===== src/rtl/alu_share_arbiter.sv =====
// Shares one external combinational ALU between two requesters. Requests are
// round-robin arbitrated, held for EXEC_CYCLES settle cycles, and answered on one tagged channel.
module alu_share_arbiter #(
    parameter int WIDTH       = 32,
    parameter int EXEC_CYCLES = 1
) (
    input  logic             clk,
    input  logic             rst,
    input  logic             req0_valid,
    output logic             req0_ready,
    input  logic [2:0]       req0_op,
    input  logic [WIDTH-1:0] req0_a,
    input  logic [WIDTH-1:0] req0_b,
    input  logic             req1_valid,
    output logic             req1_ready,
    input  logic [2:0]       req1_op,
    input  logic [WIDTH-1:0] req1_a,
    input  logic [WIDTH-1:0] req1_b,
    output logic             rsp_valid,
    input  logic             rsp_ready,
    output logic             rsp_id,
    output logic [WIDTH-1:0] rsp_data,
    output logic             rsp_zero,
    output logic             rsp_err,
    output logic [WIDTH-1:0] alu_a,
    output logic [WIDTH-1:0] alu_b,
    output logic [2:0]       alu_op,
    input  logic [WIDTH-1:0] alu_z,
    input  logic             alu_zero,
    output logic             busy
);
    localparam int CW = (EXEC_CYCLES > 1) ? $clog2(EXEC_CYCLES) : 1;

    typedef enum logic [1:0] {IDLE, EXEC, RESP} state_t;

    state_t           state, state_nxt;
    logic [CW-1:0]    cnt;
    logic             last_grant;
    logic             grant_id, grant_any, accept, op_legal, exec_done;
    logic [2:0]       sel_op;
    logic [WIDTH-1:0] sel_a, sel_b;
    logic [2:0]       op_q;
    logic [WIDTH-1:0] a_q, b_q, data_q;
    logic             id_q, zero_q, err_q;

    // On a tie the requester that did not win last time is served.
    always_comb begin
        grant_any = req0_valid | req1_valid;
        if (req0_valid && req1_valid)
            grant_id = ~last_grant;
        else
            grant_id = req1_valid;
        sel_op = grant_id ? req1_op : req0_op;
        sel_a  = grant_id ? req1_a  : req0_a;
        sel_b  = grant_id ? req1_b  : req0_b;
        case (sel_op)
            3'd0, 3'd1, 3'd2, 3'd6, 3'd7: op_legal = 1'b1;
            default:                      op_legal = 1'b0;
        endcase
        accept    = (state == IDLE) && grant_any && !rst;
        exec_done = (cnt == CW'(EXEC_CYCLES - 1));
    end

    always_ff @(posedge clk or posedge rst) begin
        if (rst) state <= IDLE;
        else     state <= state_nxt;
    end

    always_comb begin
        state_nxt = state;
        case (state)
            IDLE:    if (accept) state_nxt = op_legal ? EXEC : RESP;
            EXEC:    if (exec_done) state_nxt = RESP;
            RESP:    if (rsp_ready) state_nxt = IDLE;
            default: state_nxt = IDLE;
        endcase
    end

    always_comb begin
        req0_ready = accept && !grant_id;
        req1_ready = accept && grant_id;
        rsp_valid  = (state == RESP);
        busy       = (state != IDLE);
    end

    // Illegal ops leave the ALU-facing registers alone so the ALU sees no activity.
    always_ff @(posedge clk or posedge rst) begin
        if (rst) begin
            op_q       <= '0;
            a_q        <= '0;
            b_q        <= '0;
            id_q       <= 1'b0;
            data_q     <= '0;
            zero_q     <= 1'b0;
            err_q      <= 1'b0;
            cnt        <= '0;
            last_grant <= 1'b1;
        end else if (accept) begin
            id_q       <= grant_id;
            last_grant <= grant_id;
            cnt        <= '0;
            if (op_legal) begin
                op_q <= sel_op;
                a_q  <= sel_a;
                b_q  <= sel_b;
            end else begin
                data_q <= '0;
                zero_q <= 1'b0;
                err_q  <= 1'b1;
            end
        end else if (state == EXEC) begin
            cnt <= cnt + 1'b1;
            if (exec_done) begin
                data_q <= alu_z;
                zero_q <= alu_zero;
                err_q  <= 1'b0;
            end
        end
    end

    assign alu_a    = a_q;
    assign alu_b    = b_q;
    assign alu_op   = op_q;
    assign rsp_id   = id_q;
    assign rsp_data = data_q;
    assign rsp_zero = zero_q;
    assign rsp_err  = err_q;
endmodule


===== config.mk =====
export PLATFORM = sky130hd
export DESIGN_NAME = alu_share_arbiter
export DESIGN_NICKNAME = d
export VERILOG_FILES = /design/src/rtl/alu_share_arbiter.sv
export SDC_FILE = /design/constraint.sdc
export NUM_CORES = 1
export LEC_CHECK = 0
export ABC_AREA = 1
export ABC_CLOCK_PERIOD_IN_PS = 3750
export BUFFER_PORTS_ARGS = -buffer_cell sky130_fd_sc_hd__buf_2
export CORE_UTILIZATION = 44
export DETAILED_ROUTE_END_ITERATION = 10
export GPL_ROUTABILITY_DRIVEN = 0
export PLACE_DENSITY = 0.8
export SLEW_MARGIN = 10
export SYNTH_ARGS = -nofsm -noshare
export SYNTH_HDL_FRONTEND = slang
export SYNTH_SLANG_ARGS = --single-unit

===== constraint.sdc =====
create_clock -name clk -period 3.75 [get_ports clk]
set_input_delay 0.75 -clock clk [delete_from_list [all_inputs] [get_ports clk]]
set_output_delay 0.75 -clock clk [all_outputs]
set_load 0.1 [all_outputs]

## Word level (Yosys, flattened, before mapping)

Index checks and enable logic that the tools add are counted.

- $add $sub $neg: 1
- Equality and inequality tests: 11
- Muxes and demuxes: 24
- Bitwise operators: 2
- Reduce and logical (&&, ||, !) cells: 15

Operators with widths:

| cell | number |
|---|---|
| 32-bit 2-to-1 mux | 6 |
| 1-bit 2-to-1 mux | 12 |
| 2-bit 2-to-1 mux | 4 |
| 3-bit == test, second input constant | 2 |
| 2-bit inequality test, second input constant | 3 |
| 2-bit case mux with 3 select lines | 1 |
| 3-bit AND reduction | 2 |
| 1-bit logical AND | 5 |
| 5-bit OR reduction | 1 |
| 2-bit by 1-bit inequality test with 1-bit output, second input constant | 2 |
| 2-bit nonzero test | 2 |
| 3-bit by 1-bit == test with 1-bit output, second input constant | 1 |
| 3-bit by 2-bit == test with 1-bit output, second input constant | 1 |
| 3-bit logical NOT | 1 |
| 3-bit 2-to-1 mux | 1 |
| 2-bit by 1-bit == test with 1-bit output, second input constant | 1 |
| 2-bit == test, second input constant | 1 |
| 1-bit logical NOT | 2 |
| 2-bit logical NOT | 1 |
| 2-bit AND reduction | 1 |
| 1-bit adder, second input constant | 1 |
| 1-bit NOT | 1 |
| 1-bit OR | 1 |

- Register bits: 106
- Input bits: 172
- Output and inout bits: 106

## Depth between registers and ports, before layout

Gate-level depths: netlist of run 1.

- Depth in word-level cells: 9
- Depth in mapped cells: 11
- Depth with buffers taken out: 9

## Worst setup path before layout of run 1

Ideal clock, no wire load.

- Path type: input to output
- From: input req1_valid
- To: output req0_ready
- Arrival time: 2.757 ns
- Slack: 0.243 ns
- Stages: 5
- Path buffers: 1
- Cells stage by stage: buf_4 > o21ai_1 > nor2_2 > inv_1 > a21oi_1

- Cells in the longest elaborated chain, start to end: 4
- Elaborated cells between the ends (all ways): 7
- Classes of those cells: mux (1); bitwise (1); reduce/logical (5)

RTL lines:

| element | RTL line | text |
|---|---|---|
| from (decl) | 14 | `input logic req1_valid,` |
| 1-bit OR / 1-bit logical AND (equally long branches) | 48, 49 |  |
| 1-bit logical AND / 1-bit 2-to-1 mux (equally long branches) | 60, 49 |  |
| 1-bit logical AND / 1-bit logical NOT (equally long branches) | 60, 80 |  |
| 1-bit logical AND * | 80 | `req0_ready = accept && !grant_id;` |
| to (decl) | 10 | `output logic req0_ready,` |

Mark *: on every way between the ends. The rest lies on a longest branch, timed or not.

## Worst setup path after layout of run 1

- From: register state[0]
- To: output req1_ready

- Cells in the longest elaborated chain, start to end: 4

RTL lines:

| element | RTL line | text |
|---|---|---|
| from (decl) | 36 | `state_t state, state_nxt;` |
| from (signal assigned) | 66 | `else state <= state_nxt;` |
| 2-bit logical NOT | 60 | `accept = (state == IDLE) && grant_any && !rst;` |
| 1-bit logical AND (2 in a row) | 60 |  |
| 1-bit logical AND | 81 | `req1_ready = accept && grant_id;` |
| to (decl) | 15 | `output logic req1_ready,` |

No other way between the ends.

==> results of run 1 <==
## cell usage after synthesis
cell type / instances / share of area
nand3_1: 38 / 0.039
clkbuf_2: 1 / 0.0010
clkbuf_1: 5 / 0.0039
dfrtp_1: 105 / 0.54
buf_2: 16 / 0.017
nand3b_1: 1 / 0.0016
inv_2: 2 / 0.0016
mux2i_1: 64 / 0.13
nand3_2: 2 / 0.0041
nand3_4: 1 / 0.0036
a21oi_1: 2 / 0.0021
nor3_1: 1 / 0.0010
o21ai_2: 20 / 0.036
buf_4: 3 / 0.0047
nor2_1: 3 / 0.0023
o21ai_0: 18 / 0.019
nand2_4: 1 / 0.0023
inv_1: 10 / 0.0078
nor2_2: 3 / 0.0039
dfstp_2: 1 / 0.0054
nand2_1: 151 / 0.12
o21ai_1: 31 / 0.032
nand2_2: 4 / 0.0052
buf_6: 6 / 0.014
## flip-flops by register name (all words and copies together) (netlist names)
signal,count
rsp_err,1
rsp_data,32
last_grant,1
cnt,1
rsp_zero,1
alu_a,32
state,2
alu_b,32
alu_op,3
rsp_id,1
## path summary, 6_finish.rpt
path | slack (ns) | endpoint | from | cells after the start
worst max register to register | 1.55 | alu_a[13]$_DFFE_PP0P_ | last_grant$_DFFE_PP1P_ | 5
min in group asynchronous | 0.66 | rsp_data[9]$_DFFE_PP0P_ | rst | 2
max in group asynchronous | 2.21 | alu_a[16]$_DFFE_PP0P_ | rst | 3
worst max-delay path | 0.97 | req1_ready | state[0]$_DFFE_PP0P_ | 6
worst min register to register | 0.48 | alu_a[13]$_DFFE_PP0P_ | alu_a[13]$_DFFE_PP0P_ | 2
worst min-delay path | 0.48 | alu_a[13]$_DFFE_PP0P_ | alu_a[13]$_DFFE_PP0P_ | 2
## metal layers
| metal | vias up | global-route usage | routed length, um |
|---|---|---|---|
| met4 | 0 | 0.0861 | 251 |
| met1 | 1988 | 0.238 | 4740 |
| li1 | 2145 | - | - |
| met5 | - | 0 | 0 |
| met3 | 24 | 0.0517 | 974 |
| met2 | 207 | 0.405 | 6510 |
## worst max-delay path, cell delays in order, from the launching register on
cell and delay (ns):
dfrtp_1 0.43, nor2_2 0.18, o21ai_1 0.10, nor2_2 0.22, inv_1 0.15, nor2_1 0.15
buf_2 0.44
## final cells by class
class / instances / area, um^2 / share of cell area
clock buffer: 13 / 149 / 0.0232
clock inverter: 3 / 15.0 / 0.00234
inverter: 12 / 47.5 / 0.00742
multi-input combinational: 340 / 1940 / 0.303
sequential: 106 / 2650 / 0.414
tap: 136 / 170 / 0.0266
timing repair buffer: 281 / 1430 / 0.223
## through the flow
stage | std cells | hold slack, ns | setup slack (ns) | utilization
after floorplan | 489 | 0.455 | 0.213 | -
after global placement | 875 | 0.458 | 1.07 | 0.594
final | 891 | 0.484 | 0.973 | 0.610
after CTS | 891 | 0.485 | 0.956 | 0.610
after global routing | 891 | 0.508 | 0.780 | 0.610
after detailed placement | 875 | 0.462 | 1.04 | 0.594
## cell families (layout without fill, tap and decap cells)
logic type             Yosys count  count (layout)  synth area share
and+or+nand+nor                205             205             0.181
muxes                           64              64             0.132
DFF                            106             106             0.549
AOI/OAI and AO/OA               71              71            0.0890
buffers and inverters           43             309            0.0494
==> results.cfg, run 1 <==
[synth]
synthesis.nets = 661
syn_area_mm2 = 0.00484
yosys.cell_types.count = 24
synth.yosys.seq_area_share = 0.549
syn_inst = 489
synth-seq-cells = 106
synth_warnings = 0
avgSynthCellArea_um2 = 9.89

[clock_network]
numCtsBuffers = 9
clkTransAtPathRegs_ns = 0.08
post_cts_resized = 0
clock_tree.buffer_depth = 2
clock_sinks = 106
cts_tree = done
clock_latency_ns = 0.36
ctsHoldBuffers = 0
htreeDepth = 3
post_cts_buffers = 0
cts.root.buffer_cell = clkbuf_8

[layout]
final_area_mm2 = 0.00641
n_antenna_cell = 0
final_cell_mix = 277 x buf_2, 151 x nand2_1, 105 x dfrtp_1, 64 x mux2i_1, 38 x nand3_1
syn2layout_area_growth_pct = 32.5
nets = 922
final_common_cell = buf_2
drive_gt1_frac = 0.436
n_fill_cell = 903

[drt]
drt_iter0_drc = 206
avgViaCountPerCell = 4.90
wl_um = 12500
drt_first_pass_iters = 4
drc = 0
vias = 4364
routedWlPerCell_um = 14.0
postRouteAntennaNets = 0

[global_route]
grt_max_degree = 136
grt_pass1_vias = 4251
track_usage = 0.218
grt_overflow = 0
grt_pass1_wl_um = 19600
antenna_found_initial = 0

[timing]
totalNegativeSetupSlack_ns = 0
max_freq_ghz = 0.360
layout_min_cycle_time_ns = 2.78
setup_viol = 0
rsz0062_at_grt = no
maxSlewViolCount = 0
max-slew-margin-rel = 0.279
timing.final.crit_share = 0.740
final_hold_viol_count = 0
worst_pin_slew_ns = 1.08
clock-skew-final_ns = 0.00728

[flow_run]
maxCapViolCount = 0

[place]
io_buffers = 277
hpwl_um = 9340
place_area_mm2 = 0.00624

[die]
die_y_um = 107
start_util = 0.460
num_rows = 37
die_w_um = 107
die_area_mm2 = 0.0114
core_mm2 = 0.0105
num_io_pins = 278

[critical_path]
crit_path_end_kind = output port
worst_ep_arrival_time_ns = 2.03
crit_type = flip-flop to output port
critPathRequiredTime_ns = 3.00
startpoint_type = flip-flop
path_max_fanout = 5

[status]
status = complete, no violations

[hold_path]
hold_path.class = flip-flop to flip-flop
Power of run 1 is not shown: default switching activity piles up to over one toggle a cycle in this logic, so the estimate is an artifact.
==> run 2: changes to the inputs <==
ABC_CLOCK_PERIOD_IN_PS = 2610   (was 3750)
clock period = 2.61 ns   (was 3.75 ns; I/O delays follow)
==> results.cfg, run 2 (synthesis gave the netlist of run 1 again) <==
[die]
num_io_pins = 278
die_area_mm2 = 0.0114
start_util = 0.460
num_rows = 37
die_y_um = 107
die_w_um = 107
core_mm2 = 0.0105

[global_route]
grt_max_degree = 71
grt_overflow = 0
grt_pass1_wl_um = 20000
antenna_found_initial = 0
grt_pass1_vias = 4297
track_usage = 0.224

[clock_network]
ctsHoldBuffers = 0
clock_sinks = 106
clock_tree.buffer_depth = 2
htreeDepth = 3
numCtsBuffers = 9
cts_tree = done
cts.root.buffer_cell = clkbuf_8
clkTransAtPathRegs_ns = 0.11
clock_latency_ns = 0.35
post_cts_buffers = 0

[layout]
final_common_cell = buf_2
syn2layout_area_growth_pct = 34.8
nets = 926
final_cell_mix = 275 x buf_2, 151 x nand2_1, 105 x dfrtp_1, 64 x mux2i_1, 38 x nand3_1
drive_gt1_frac = 0.444
n_antenna_cell = 0

[critical_path]
startpoint_type = flip-flop
timing.rr.start = last_grant$_DFFE_PP1P_
path_max_fanout = 5
startpoint = state[0]$_DFFE_PP0P_
critPathRequiredTime_ns = 2.09
crit_path_end_kind = output port
crit_type = flip-flop to output port
worst_ep_arrival_time_ns = 1.90

[drt]
drc = 0
routedWlPerCell_um = 14.3
wl_um = 12800
avgViaCountPerCell = 4.91
drt_first_pass_iters = 4
vias = 4394
drt_iter0_drc = 181
postRouteAntennaNets = 0

[status]
status = complete, no violations

[timing]
setup_viol = 0
timing.final.crit_share = 0.928
totalNegativeSetupSlack_ns = 0
rsz0062_at_grt = no
max-slew-margin-rel = 0.598
setup_ws_ns = 0.187
worst_pin_slew_ns = 0.602
maxSlewViolCount = 0
final_hold_viol_count = 0
clock-skew-final_ns = 0.0158
max_freq_ghz = 0.413
layout_min_cycle_time_ns = 2.42

[place]
hpwl_um = 9930
pre_cts_slack_ns = 0.339
io_buffers = 277

[flow_run]
maxCapViolCount = 0

[hold_path]
hold_path.class = primary input to asynchronous set/reset pin
## run 2: cell types whose count changed in the layout (fill, tap and decap cells not counted), sizes merged
cell      change
clkbuf        -2
inv           +1
clkinvlp      +3
clkinv        -2
buf           +4
## run 2: through the flow
step                      hold WS [ns]  utilization  instances  area, um^2
after floorplan                  0.455            -        489        4850
after detailed placement         0.463        0.603        879        6330
final                            0.204        0.620        895        6520
after CTS                        0.186        0.620        895        6520
after global routing             0.201        0.620        895        6520
after global placement           0.461        0.603        879        6330
## run 2: worst max-delay path: stages, from the launching register on
cell	delay (ns)
dfrtp_1	0.44
nor2_2	0.21
o21ai_1	0.11
nor2_2	0.23
inv_1	0.17
nor2_2	0.19
buf_12	0.20
## run 2: what timing repair did
action                     CTS  global route
setup endpoints to repair    1             1
gates cloned                 0             0
resized for setup            1             1
pin swaps                    0             0
## run 2: final cells by class
type	count	area [um^2]
clock buffer	11	141
fill	906	3990
sequential	106	2650
multi-input combinational	340	1950
clock inverter	5	37.5
inverter	12	48.8
tap	136	170
timing repair buffer	285	1520
## run 2: final timing paths
kind | end | slack (ns) | depth (start not counted)
min in group clk | rsp_data[7]$_DFFE_PP0P_ | 0.37 | 3
max reg2reg | alu_a[23]$_DFFE_PP0P_ | 0.43 | 10
max in group asynchronous | alu_b[27]$_DFFE_PP0P_ | 1.66 | 3
min reg2reg | alu_b[15]$_DFFE_PP0P_ | 0.48 | 2
min | rsp_data[7]$_DFFE_PP0P_ | 0.20 | 2
max | req1_ready | 0.19 | 6
## run 2: layer usage
metal | vias to the layer above | wire, um | GRT usage
li1 | 2150 | - | -
met1 | 2047 | 4850 | 0.244
met2 | 182 | 6810 | 0.421
met3 | 15 | 957 | 0.0578
met4 | 0 | 207 | 0.0744
met5 | - | 0 | 0
Power of run 2 is left out for the same reason.
==> run 3: changes to the inputs <==
CELL_PAD_IN_SITES_DETAIL_PLACEMENT = 0   (was not set)
CELL_PAD_IN_SITES_GLOBAL_PLACEMENT = 2   (was not set)
CORE_ASPECT_RATIO = 1.4   (was not set)
CORE_UTILIZATION = 24   (was 44)
CTS_CLUSTER_DIAMETER = 30   (was not set)
PLACE_DENSITY = not set   (was 0.8)
PLACE_DENSITY_LB_ADDON = 0.1   (was not set)
==> results.cfg, run 3 (synthesis gave the netlist of run 1 again) <==
[status]
status = complete, no violations

[global_route]
grt_pass1_vias = 4198
antenna_found_initial = 0
grt_pass1_wl_um = 21900
grt_max_degree = 95
track_usage = 0.141
grt_overflow = 0

[critical_path]
path_max_fanout = 5
crit_path_end_kind = output port
path_common_cell = nor2_2
worst-path-buf-inv = 2
cp_cell_sequence = nor2_2, o21ai_1, nor2_2, inv_1, nor2_2, buf_12
critical-path-slowest-cell = dfrtp_1
slowest_delay_ns = 0.42
crit_type = flip-flop to output port
worst_ep_arrival_time_ns = 1.87
critPathRequiredTime_ns = 2.09
startpoint_type = flip-flop
cp_top_family = simple AND/OR/NAND/NOR gates

[clock_network]
post_cts_buffers = 0
htreeDepth = 3
numCtsBuffers = 9
clock_tree.buffer_depth = 2
ctsHoldBuffers = 0
cts.root.buffer_cell = clkbuf_16
clock_sinks = 106
post_cts_resized = 0
clock_latency_ns = 0.35
cts_tree = done
clkTransAtPathRegs_ns = 0.07

[die]
num_rows = 61
num_io_pins = 278
core_mm2 = 0.0198
die_y_um = 170
die_area_mm2 = 0.0207
die_w_um = 122
start_util = 0.244

[layout]
final_common_cell = buf_2
drive_gt1_frac = 0.445
syn2layout_area_growth_pct = 40.4
final_cell_mix = 275 x buf_2, 151 x nand2_1, 105 x dfrtp_1, 64 x mux2i_1, 38 x nand3_1
n_fill_cell = 2155
n_antenna_cell = 0
nets = 926

[drt]
avgViaCountPerCell = 4.26
drc = 0
drt_first_pass_iters = 4
vias = 4308
drt_iter0_drc = 194
wl_um = 14800
routedWlPerCell_um = 14.6
postRouteAntennaNets = 0

[place]
pre_cts_slack_ns = 0.463
io_buffers = 277
hpwl_um = 11100

[timing]
maxSlewViolCount = 0
clock-skew-final_ns = 0.00657
max-slew-margin-rel = 0.568
rsz0062_at_grt = no
max_freq_ghz = 0.418
timing.final.crit_share = 0.917
layout_min_cycle_time_ns = 2.39
totalNegativeSetupSlack_ns = 0
setup_ws_ns = 0.217
setup_viol = 0
worst_pin_slew_ns = 0.646
final_hold_viol_count = 0

[flow_run]
maxCapViolCount = 0

[hold_path]
hold_path.class = primary input to asynchronous set/reset pin
-- run 3: cell types whose count changed in the layout (fill, tap and decap cells not counted), sizes merged --
cell,change
clkinvlp,-2
bufinv,+1
clkbuf,-1
clkinv,+1
inv,+1
-- run 3: final timing paths --
check | start | to | slack [ns] | cells past startpoint
max in group asynchronous | rst | last_grant$_DFFE_PP1P_ | 1.64 | 3
min in group clk | alu_z[23] | rsp_data[23]$_DFFE_PP0P_ | 0.36 | 3
min | rst | alu_op[0]$_DFFE_PP0P_ | 0.21 | 2
max reg2reg | last_grant$_DFFE_PP1P_ | rsp_data[0]$_DFFE_PP0P_ | 0.64 | 10
min reg2reg | alu_b[15]$_DFFE_PP0P_ | alu_b[15]$_DFFE_PP0P_ | 0.48 | 2
max | state[0]$_DFFE_PP0P_ | req1_ready | 0.22 | 6
-- run 3: worst register-to-register path, delay by kind of cell (launching register included) --
family	cells	cell delay, ns
AND/OR/NAND/NOR	9	1.03
flip-flops	1	0.54
buffers and inverters	1	0.31
-- run 3: final cells by class --
| cell class | count | area, um^2 | area share |
|---|---|---|---|
| inverters | 12 | 48.8 | 0.00718 |
| flip-flops and latches | 106 | 2650 | 0.391 |
| well taps | 252 | 315 | 0.0464 |
| multi-input cells | 340 | 1950 | 0.287 |
| clock buffers | 10 | 239 | 0.0352 |
| clock inverters | 6 | 70.1 | 0.0103 |
| repair buffers | 285 | 1510 | 0.223 |
-- run 3: metrics by stage --
stage	instances	cell area (um^2)	hold slack, ns	util
4_1_cts	1011	6790	0.214	0.342
5_1_grt	1011	6790	0.240	0.342
2_1_floorplan	489	4850	0.455	-
3_5_place_dp	995	6480	0.462	0.327
6_report	1011	6790	0.214	0.342
3_3_place_gp	995	6480	0.461	0.327
-- run 3: routing by layer --
metal | global-route usage | up-vias | routed length, um | share of wire
met5 | 0 | - | 0 | 0
met4 | 0.0612 | 0 | 260 | 0.018
met3 | 0.0395 | 13 | 1310 | 0.089
met2 | 0.253 | 172 | 7670 | 0.52
met1 | 0.151 | 1966 | 5520 | 0.37
li1 | - | 2157 | - | -
Power of run 3 is left out for the same reason.
